File: src/rtl/midi_voice_allocator_pkg.sv
// Shared constants, FSM state and message-kind enums for the MIDI voice allocator.
// SUSTAIN_PEDAL_EN: when defined, CC 64 is classified as a sustain message.
package midi_pkg;

  localparam logic [3:0] NOTE_OFF = 4'h8;
  localparam logic [3:0] NOTE_ON  = 4'h9;
  localparam logic [3:0] CTRL     = 4'hB;

  localparam logic [6:0] CC_SUSTAIN       = 7'd64;
  localparam logic [6:0] CC_ALL_NOTES_OFF = 7'd123;

  localparam int unsigned OMNI_CH = 16;

  typedef enum logic [1:0] {
    ST_IDLE,
    ST_DECODE,
    ST_SCAN,
    ST_COMMIT
  } state_t;

  typedef enum logic [2:0] {
    MSG_NONE,
    MSG_ON,
    MSG_OFF,
    MSG_ALLOFF,
    MSG_SUSTAIN
  } msg_t;

  function automatic msg_t classify(input logic [7:0] status,
                                    input logic [6:0] d1,
                                    input logic [6:0] d2,
                                    input logic       ch_ok);
    msg_t kind;
    kind = MSG_NONE;
    if (ch_ok) begin
      case (status[7:4])
        NOTE_ON:  kind = (d2 != 7'd0) ? MSG_ON : MSG_OFF;
        NOTE_OFF: kind = MSG_OFF;
        CTRL: begin
          if (d1 == CC_ALL_NOTES_OFF) kind = MSG_ALLOFF;
`ifdef SUSTAIN_PEDAL_EN
          else if (d1 == CC_SUSTAIN) kind = MSG_SUSTAIN;
`endif
        end
        default: kind = MSG_NONE;
      endcase
    end
    return kind;
  endfunction

endpackage

File: src/rtl/midi_voice_allocator_slot.sv
// One voice slot: gate, note, velocity, saturating age and (SUSTAIN_PEDAL_EN) held flag.
module midi_voice_slot #(
  parameter int unsigned AGE_W = 4
) (
  input  logic             clk,
  input  logic             reset,
  input  logic             load,
  input  logic             note_release,
  input  logic             age_inc,
  input  logic             clear,
`ifdef SUSTAIN_PEDAL_EN
  input  logic             hold,
  output logic             held,
`endif
  input  logic [6:0]       load_note,
  input  logic [6:0]       load_vel,
  output logic             gate,
  output logic             trig,
  output logic [6:0]       note,
  output logic [6:0]       vel,
  output logic [AGE_W-1:0] age
);

  always_ff @(posedge clk) begin
    if (reset) begin
      gate <= 1'b0;
      trig <= 1'b0;
      note <= '0;
      vel  <= '0;
      age  <= '0;
`ifdef SUSTAIN_PEDAL_EN
      held <= 1'b0;
`endif
    end else begin
      trig <= load;
      if (clear) begin
        gate <= 1'b0;
`ifdef SUSTAIN_PEDAL_EN
        held <= 1'b0;
`endif
      end else if (load) begin
        gate <= 1'b1;
        note <= load_note;
        vel  <= load_vel;
        age  <= '0;
`ifdef SUSTAIN_PEDAL_EN
        held <= 1'b0;
`endif
      end else begin
        if (note_release) begin
          gate <= 1'b0;
`ifdef SUSTAIN_PEDAL_EN
          held <= 1'b0;
        end else if (hold) begin
          held <= 1'b1;
`endif
        end
        if (age_inc && (age != '1)) age <= age + 1'b1;
      end
    end
  end

endmodule

File: src/rtl/midi_voice_allocator.sv
// Polyphonic voice allocator: ready-edge capture, decode, per-slot scan, commit.
// SUSTAIN_PEDAL_EN: enables CC 64 sustain pedal with per-slot held flags.
module midi_voice_allocator
  import midi_pkg::*;
#(
  parameter int unsigned NUM_VOICES = 4,
  parameter int unsigned CHANNEL    = 0,
  parameter int unsigned AGE_W      = 4
) (
  input  logic                    clk,
  input  logic                    reset,
  input  logic                    midi_byte_ready,
  input  logic [7:0]              midi_byte0,
  input  logic [7:0]              midi_byte1,
  input  logic [7:0]              midi_byte2,
  output logic [NUM_VOICES-1:0]   voice_gate,
  output logic [NUM_VOICES-1:0]   voice_trig,
  output logic [7*NUM_VOICES-1:0] voice_note,
  output logic [7*NUM_VOICES-1:0] voice_vel,
  output logic                    busy,
  output logic                    msg_dropped
);

  localparam int unsigned IDX_W = $clog2(NUM_VOICES);

  state_t           state;
  msg_t             kind;
  logic             ready_q;
  logic             rise;
  logic [7:0]       b0;
  logic [6:0]       b1;
  logic [6:0]       b2;
  logic             ch_ok;
  logic [IDX_W-1:0] scan_idx;
  logic             match_found;
  logic [IDX_W-1:0] match_idx;
  logic             free_found;
  logic [IDX_W-1:0] free_idx;
  logic [IDX_W-1:0] old_idx;
  logic [AGE_W-1:0] old_age;
  logic [IDX_W-1:0] target;
  logic             unused_msb;

  logic [NUM_VOICES-1:0] s_gate, s_trig, s_load, s_rel, s_inc, s_clear;
  logic [6:0]            s_note [NUM_VOICES];
  logic [6:0]            s_vel  [NUM_VOICES];
  logic [AGE_W-1:0]      s_age  [NUM_VOICES];
`ifdef SUSTAIN_PEDAL_EN
  logic [NUM_VOICES-1:0] s_hold, s_held;
  logic                  pedal;
`endif

  assign rise       = midi_byte_ready & ~ready_q;
  assign busy       = (state != ST_IDLE);
  assign ch_ok      = (CHANNEL == OMNI_CH) || (b0[3:0] == 4'(CHANNEL));
  assign unused_msb = midi_byte1[7] ^ midi_byte2[7];
  assign target     = match_found ? match_idx : (free_found ? free_idx : old_idx);

  always_ff @(posedge clk) begin
    if (reset) begin
      state       <= ST_IDLE;
      kind        <= MSG_NONE;
      ready_q     <= 1'b0;
      msg_dropped <= 1'b0;
      b0          <= '0;
      b1          <= '0;
      b2          <= '0;
      scan_idx    <= '0;
      match_found <= 1'b0;
      match_idx   <= '0;
      free_found  <= 1'b0;
      free_idx    <= '0;
      old_idx     <= '0;
      old_age     <= '0;
`ifdef SUSTAIN_PEDAL_EN
      pedal       <= 1'b0;
`endif
    end else begin
      ready_q     <= midi_byte_ready;
      msg_dropped <= rise && (state != ST_IDLE);
      case (state)
        ST_IDLE: begin
          if (rise) begin
            b0    <= midi_byte0;
            b1    <= midi_byte1[6:0];
            b2    <= midi_byte2[6:0];
            state <= ST_DECODE;
          end
        end
        ST_DECODE: begin
          kind        <= classify(b0, b1, b2, ch_ok);
          scan_idx    <= '0;
          match_found <= 1'b0;
          free_found  <= 1'b0;
          state       <= (classify(b0, b1, b2, ch_ok) == MSG_NONE) ? ST_IDLE : ST_SCAN;
        end
        ST_SCAN: begin
          if (!match_found && s_gate[scan_idx] && (s_note[scan_idx] == b1)) begin
            match_found <= 1'b1;
            match_idx   <= scan_idx;
          end
          // Held slots keep their gate high, so they never look free here.
          if (!free_found && !s_gate[scan_idx]) begin
            free_found <= 1'b1;
            free_idx   <= scan_idx;
          end
          if ((scan_idx == '0) || (s_age[scan_idx] > old_age)) begin
            old_idx <= scan_idx;
            old_age <= s_age[scan_idx];
          end
          if (scan_idx == IDX_W'(NUM_VOICES - 1)) state <= ST_COMMIT;
          else scan_idx <= scan_idx + IDX_W'(1);
        end
        ST_COMMIT: begin
`ifdef SUSTAIN_PEDAL_EN
          if (kind == MSG_SUSTAIN) pedal <= b2[6];
`endif
          state <= ST_IDLE;
        end
        default: state <= ST_IDLE;
      endcase
    end
  end

  always_comb begin
    s_load  = '0;
    s_rel   = '0;
    s_inc   = '0;
    s_clear = '0;
`ifdef SUSTAIN_PEDAL_EN
    s_hold  = '0;
`endif
    if (state == ST_COMMIT) begin
      case (kind)
        MSG_ON: begin
          s_load[target] = 1'b1;
          s_inc          = s_gate;
          s_inc[target]  = 1'b0;
        end
        MSG_OFF: begin
          if (match_found) begin
`ifdef SUSTAIN_PEDAL_EN
            if (pedal) s_hold[match_idx] = 1'b1;
            else       s_rel[match_idx]  = 1'b1;
`else
            s_rel[match_idx] = 1'b1;
`endif
          end
        end
        MSG_ALLOFF: s_clear = '1;
`ifdef SUSTAIN_PEDAL_EN
        MSG_SUSTAIN: if (pedal && !b2[6]) s_rel = s_held;
`endif
        default: ;
      endcase
    end
  end

  for (genvar i = 0; i < NUM_VOICES; i++) begin : g_slot
    midi_voice_slot #(.AGE_W(AGE_W)) u_slot (
      .clk          (clk),
      .reset        (reset),
      .load         (s_load[i]),
      .note_release (s_rel[i]),
      .age_inc      (s_inc[i]),
      .clear        (s_clear[i]),
`ifdef SUSTAIN_PEDAL_EN
      .hold         (s_hold[i]),
      .held         (s_held[i]),
`endif
      .load_note    (b1),
      .load_vel     (b2),
      .gate         (s_gate[i]),
      .trig         (s_trig[i]),
      .note         (s_note[i]),
      .vel          (s_vel[i]),
      .age          (s_age[i])
    );
    assign voice_note[7*i +: 7] = s_note[i];
    assign voice_vel[7*i +: 7]  = s_vel[i];
  end

  assign voice_gate = s_gate;
  assign voice_trig = s_trig;

endmodule

File: config.mk
export PLATFORM = sky130hd
export DESIGN_NAME = midi_voice_allocator
export DESIGN_NICKNAME = d
export VERILOG_FILES = /design/src/rtl/midi_voice_allocator_pkg.sv /design/src/rtl/midi_voice_allocator_slot.sv /design/src/rtl/midi_voice_allocator.sv
export SDC_FILE = /design/constraint.sdc
export NUM_CORES = 1
export LEC_CHECK = 0
export CORE_UTILIZATION = 55
export CTS_BUF_LIST = sky130_fd_sc_hd__clkbuf_4
export DETAILED_ROUTE_END_ITERATION = 7
export PLACE_DENSITY = 0.8
export SLEW_MARGIN = 5
export SYNTH_ARGS = -nofsm -noshare
export SYNTH_HDL_FRONTEND = slang
export SYNTH_SLANG_ARGS = --single-unit
File: constraint.sdc
create_clock -name clk -period 8.1 [get_ports clk]
set_clock_uncertainty 0.2 [all_clocks]
set_input_delay 2.43 -clock clk [delete_from_list [all_inputs] [get_ports clk]]
set_output_delay 2.43 -clock clk [all_outputs]
set_load 0.03 [all_outputs]
# Word-level counts from Yosys, hierarchy flattened
# Cells that the tools add are included.
[totals]
regBits = 123
in_bits = 27
out_inout_bits = 66
wordCells = 180
[classes]
n_addsub = 5
magnitude_cmp = 7
eq_ne = 21
mux = 55
n_bitwise = 9
n_reduce_logical = 49
[op_table]
columns = ["cell", "count"]
rows = [
  ["4-bit 2-to-1 mux", 19],
  ["2-bit AND reduction", 16],
  ["2-bit nonzero test", 10],
  ["2-bit 2-to-1 mux", 9],
  ["4-bit by 1-bit adder with 4-bit output (second input constant)", 4],
  ["4-bit != test (second input constant)", 4],
  ["7-bit binary-select mux with 2-bit select", 1],
  ["7-bit 2-to-1 mux", 2],
  ["1-bit 2-to-1 mux", 13],
  ["4-bit equality test (second input constant)", 3],
  ["1-bit logical AND", 10],
  ["2-bit != test (second input constant)", 5],
  ["2-bit by 3-bit < comparator with 1-bit output (second input constant)", 3],
  ["4-bit binary-select mux with 2-bit select", 1],
  ["2-bit one-hot mux with 4 select lines", 1],
  ["2-bit OR reduction", 4],
  ["7-bit equality test", 1],
  ["7-bit equality test (second input constant)", 1],
  ["7-bit nonzero test", 1],
  ["2-bit equality test (second input constant)", 3],
  ["3-bit by 2-bit equality test with 1-bit output (second input constant)", 2],
  ["3-bit 2-to-1 mux", 2],
  ["2-bit one-hot mux with 3 select lines", 1],
  ["1-bit NOT", 5],
  ["19 further kinds", 25],
]

# Depth between registers and ports, before layout
[depth]
word_depth = 13
mapped_depth = 11
mapped_depth_nobuf = 9

# Modules after synthesis
# Synthesis repeated with hierarchy kept, for this count alone.
[hier_totals]
cells_unflattened = 643
area_unflattened_um2 = 5450.2
[modules_own_cells]
columns = ["mod", "instances", "cells_per_inst", "area_each_um2", "seq_area_each_um2"]
rows = [
  ["midi_voice_slot", 4, 93, 783.3, 400.4],
  ["midi_voice_allocator", 1, 271, 2317.2, 840.8],
]

# Worst setup path after synthesis
# Ideal clock, no wire load.
[synth_timing]
path_kind = "input -> register"
from = "input port midi_byte_ready"
to = "register b1[6]"
setup_ps = 70
arrival_time_ps = 3188
required_time_ps = 7830
setup_slack_ps = 4641
cell_stages = 5
n_path_buf = 1
cell_sequence = "nand2b_1 > or2_0 > clkbuf_1 > nand2_1 > a21oi_1"
[synth_between]
elab_chain_cells = 2
[synth_lines]
columns = ["element", "line", "text"]
rows = [
  ["from (decl)", "midi_voice_allocator.sv:12", "input logic midi_byte_ready,"],
  ["1-bit bitwise AND", "midi_voice_allocator.sv:53", "assign rise = midi_byte_ready & ~ready_q;"],
  ["2-bit AND reduction (no source line)", "-", ""],
  ["to (signal assigned)", "midi_voice_allocator.sv:85", "b1 <= midi_byte1[6:0];"],
  ["to (decl)", "midi_voice_allocator.sv:31", "logic [6:0] b1;"],
]
# No other way between the ends.
# A chain may end at the register's enable or synchronous reset.

==> reports/metrics.yaml <==
outcome:
  status: "completed"
worst_hold_path:
  worstHoldPathType: "register to register"
clock_network:
  root_buffer: "clkbuf_4"
  cts_sinks: 122
  htree_levels: 4
  hold_buffers: 0
  cts_resized: 0
  cts_inserted_buffers: 17
  clk_path_buf_depth: 2
  path_clk_slew_ns: 0.10
  clock_latency_ns: 0.50
  cts_tree: "done"
  post-cts-setup-buffer-count: 0
pwr:
  leakagePower_nw: 2.232
  irDropWorstVdd_uv: 139.5
  p_per_area_nw_per_um2: 183.2
timing:
  setup_violations: 0
  worst_pin_slew_ns: 1.211
  slew_viol_final: 0
  period_needed_ns: 4.584
  fin_crit_sh: 0.5659
  hold_slack_ns: 0.2635
  hold_viol_final: 0
  slew-limit-headroom: 0.1924
  rsz0062_at_grt: "no"
  finalSetupTns_ns: 0
  fmax_mhz: 218.2
logic_synthesis:
  synthFlopType: "dfxtp_1"
  syn_inst: 580
  ys_types: 45
  synth_top_area_cell: "dfxtp_1"
  ys_ff_latch: 122
  synth_top_area_share: 0.4633
  seq_area_frac_synth: 0.4633
  syn_area_um2: 5271
  synthArstFlopShare: 0
  yosysMostFrequentCell: "dfxtp_1"
  synth_fp_nets: 617
  synth_area_leaders: "dfxtp_1 (46%), nand2_1 (7.9%), mux2i_1 (7.8%)"
  synth_edf_count: 0
  syn_avg_cell_area_um2: 9.088
  yosys_warnings: 0
  yosys-top-cells-count: "dfxtp_1 (122), nand2_1 (111), a21oi_1 (62), nor2_1 (54), mux2i_1 (41)"
floorplan:
  fp.dieH_um: 99.90
  num_rows: 35
  die_area_um2: 9980
  coreArea_um2: 9284
  dieWidth_um: 99.90
  start_util: 0.5678
  num_io_pins: 93
global_route:
  grt_max_degree: 122
  grt_pass1_wl_mm: 20.96
  track_usage: 0.2709
  first_global_vias: 4251
  grt.overflow.total: 0
  antenna_found_initial: 0
route:
  drc: 0
  ant_nets: 0
  routed-via-count: 4279
  drtIter0Drc: 238
  firstDrtPassIters: 4
  wl_per_cell_um: 16.26
  viasPerCell: 5.451
  totalWireLength_mm: 12.77
placed_design:
  dp_hpwl_mm: 8.327
  gp_congestion: 0.8017
  portBuffers: 90
worst_setup_path:
  critical_path_class: "register to output port"
  cp-start-kind: "register"
  worstPathArrival_ns: 1.95
  worstPathMaxFanout: 13
  worstPathRequired_ns: 5.47
  endpoint_kind: "output port"
layout:
  n_antenna_cell: 0
  drive_gt1_frac: 0.07774
  fill_cells: 748
  num-nets-final: 681
  postLayoutCoreUtil: 0.6958
  areaGrowthSynthToFinish_pct: 22.55
run:
  drv_cap: 0
-- worst max-delay path, stage by stage (launching register included) --
cell and delay (ns):
dfxtp_1 0.58, or2_2 0.22, clkdlybuf4s50_1 0.67
-- cells by family (layout without fill, tap and decap cells) --
kind of cell    count (synthesis)  after routing  share of synthesized area
fa+ha+maj                      10             10                    0.02374
buf+inv                        56            132                    0.05293
mux                            55             55                     0.1391
compound gates                 83             83                    0.08545
simple gates                  236            236                     0.2056
flops                         122            122                     0.4633
xor+xnor                       18             18                    0.02991
-- sequential cells by signal, indices dropped and copies added (netlist names), 2 cells and up, named ones only --
| signal | flops |
|---|---|
| g_slot.u_slot.note | 28 |
| g_slot.u_slot.vel | 28 |
| g_slot.u_slot.age | 16 |
| g_slot.u_slot.trig | 4 |
| b0 | 8 |
| g_slot.u_slot.gate | 4 |
| b1 | 7 |
| match_idx | 2 |
| kind | 2 |
| scan_idx | 2 |
| b2 | 7 |
| old_age | 4 |
| free_idx | 2 |
| old_idx | 2 |
-- cell usage in the layout, fill, tap and decap left out, types with 5 or more instances in the layout --
cell type        count
mux4_1               5
clkbuf_4            18
bufinv_16            5
mux2i_1             41
mux4_2               7
clkdlybuf4s50_1     89
nand2_1            111
xnor2_1              8
nor3_1              17
dfxtp_1            122
buf_4                5
nand2b_1             8
nor2_1              54
inv_1                7
xor2_1              10
o21ai_0              9
nand4_1              7
a21oi_1             62
nor2b_1              5
nand3_1             10
ha_1                10
-- routing by layer --
metal	vias to the layer above	part of all wire	global-route usage
met5	-	0	0
met4	0	0.0057	0.07692
met3	11	0.064	0.07939
met2	127	0.50	0.4637
met1	2043	0.43	0.3315
li1	2098	-	-
-- final timing paths --
kind | start | end | slack [ns] | cells past startpoint
worst min-delay path | b0[6] | b0[6] | 0.26 | 2
worst min register to register | b0[6] | b0[6] | 0.26 | 2
worst max register to register | scan_idx[0] | old_age[3] | 4.91 | 7
worst max-delay path | register | busy | 3.52 | 2
-- area by class of cell --
class,instances,area [µm²],area share
Timing Repair Buffer,94,928.4,0.1437
Sequential cell,122,2442,0.3781
Clock inverter,13,216.5,0.03351
Inverter,7,26.28,0.004067
Multi-Input combinational cell,402,2550,0.3947
Tap cell,129,161.4,0.02499
Clock buffer,18,135.1,0.02092
-- through the flow --
| step | total power, mW | area (µm²) | worst slack [ns] | std cells |
|---|---|---|---|---|
| after global placement | 0.6771 | 6108 | 4.071 | 754 |
| final | 1.183 | 6460 | 3.516 | 785 |
| after CTS | 1.191 | 6460 | 3.496 | 785 |
| after floorplan | 0.6562 | 5271 | 4.641 | 580 |
| after global routing | 1.229 | 6460 | 3.391 | 785 |
| after detailed placement | 0.6780 | 6108 | 4.066 | 754 |
-- where the power goes --
group | switching [mW] | internal (mW) | total (mW)
clock | 0.237 | 0.282 | 0.518
sequential | 0.0111 | 0.607 | 0.618
combinational | 0.0261 | 0.0208 | 0.0469
total | 0.274 | 0.909 | 1.18
Note: power is estimated with default switching activity, not from simulation.
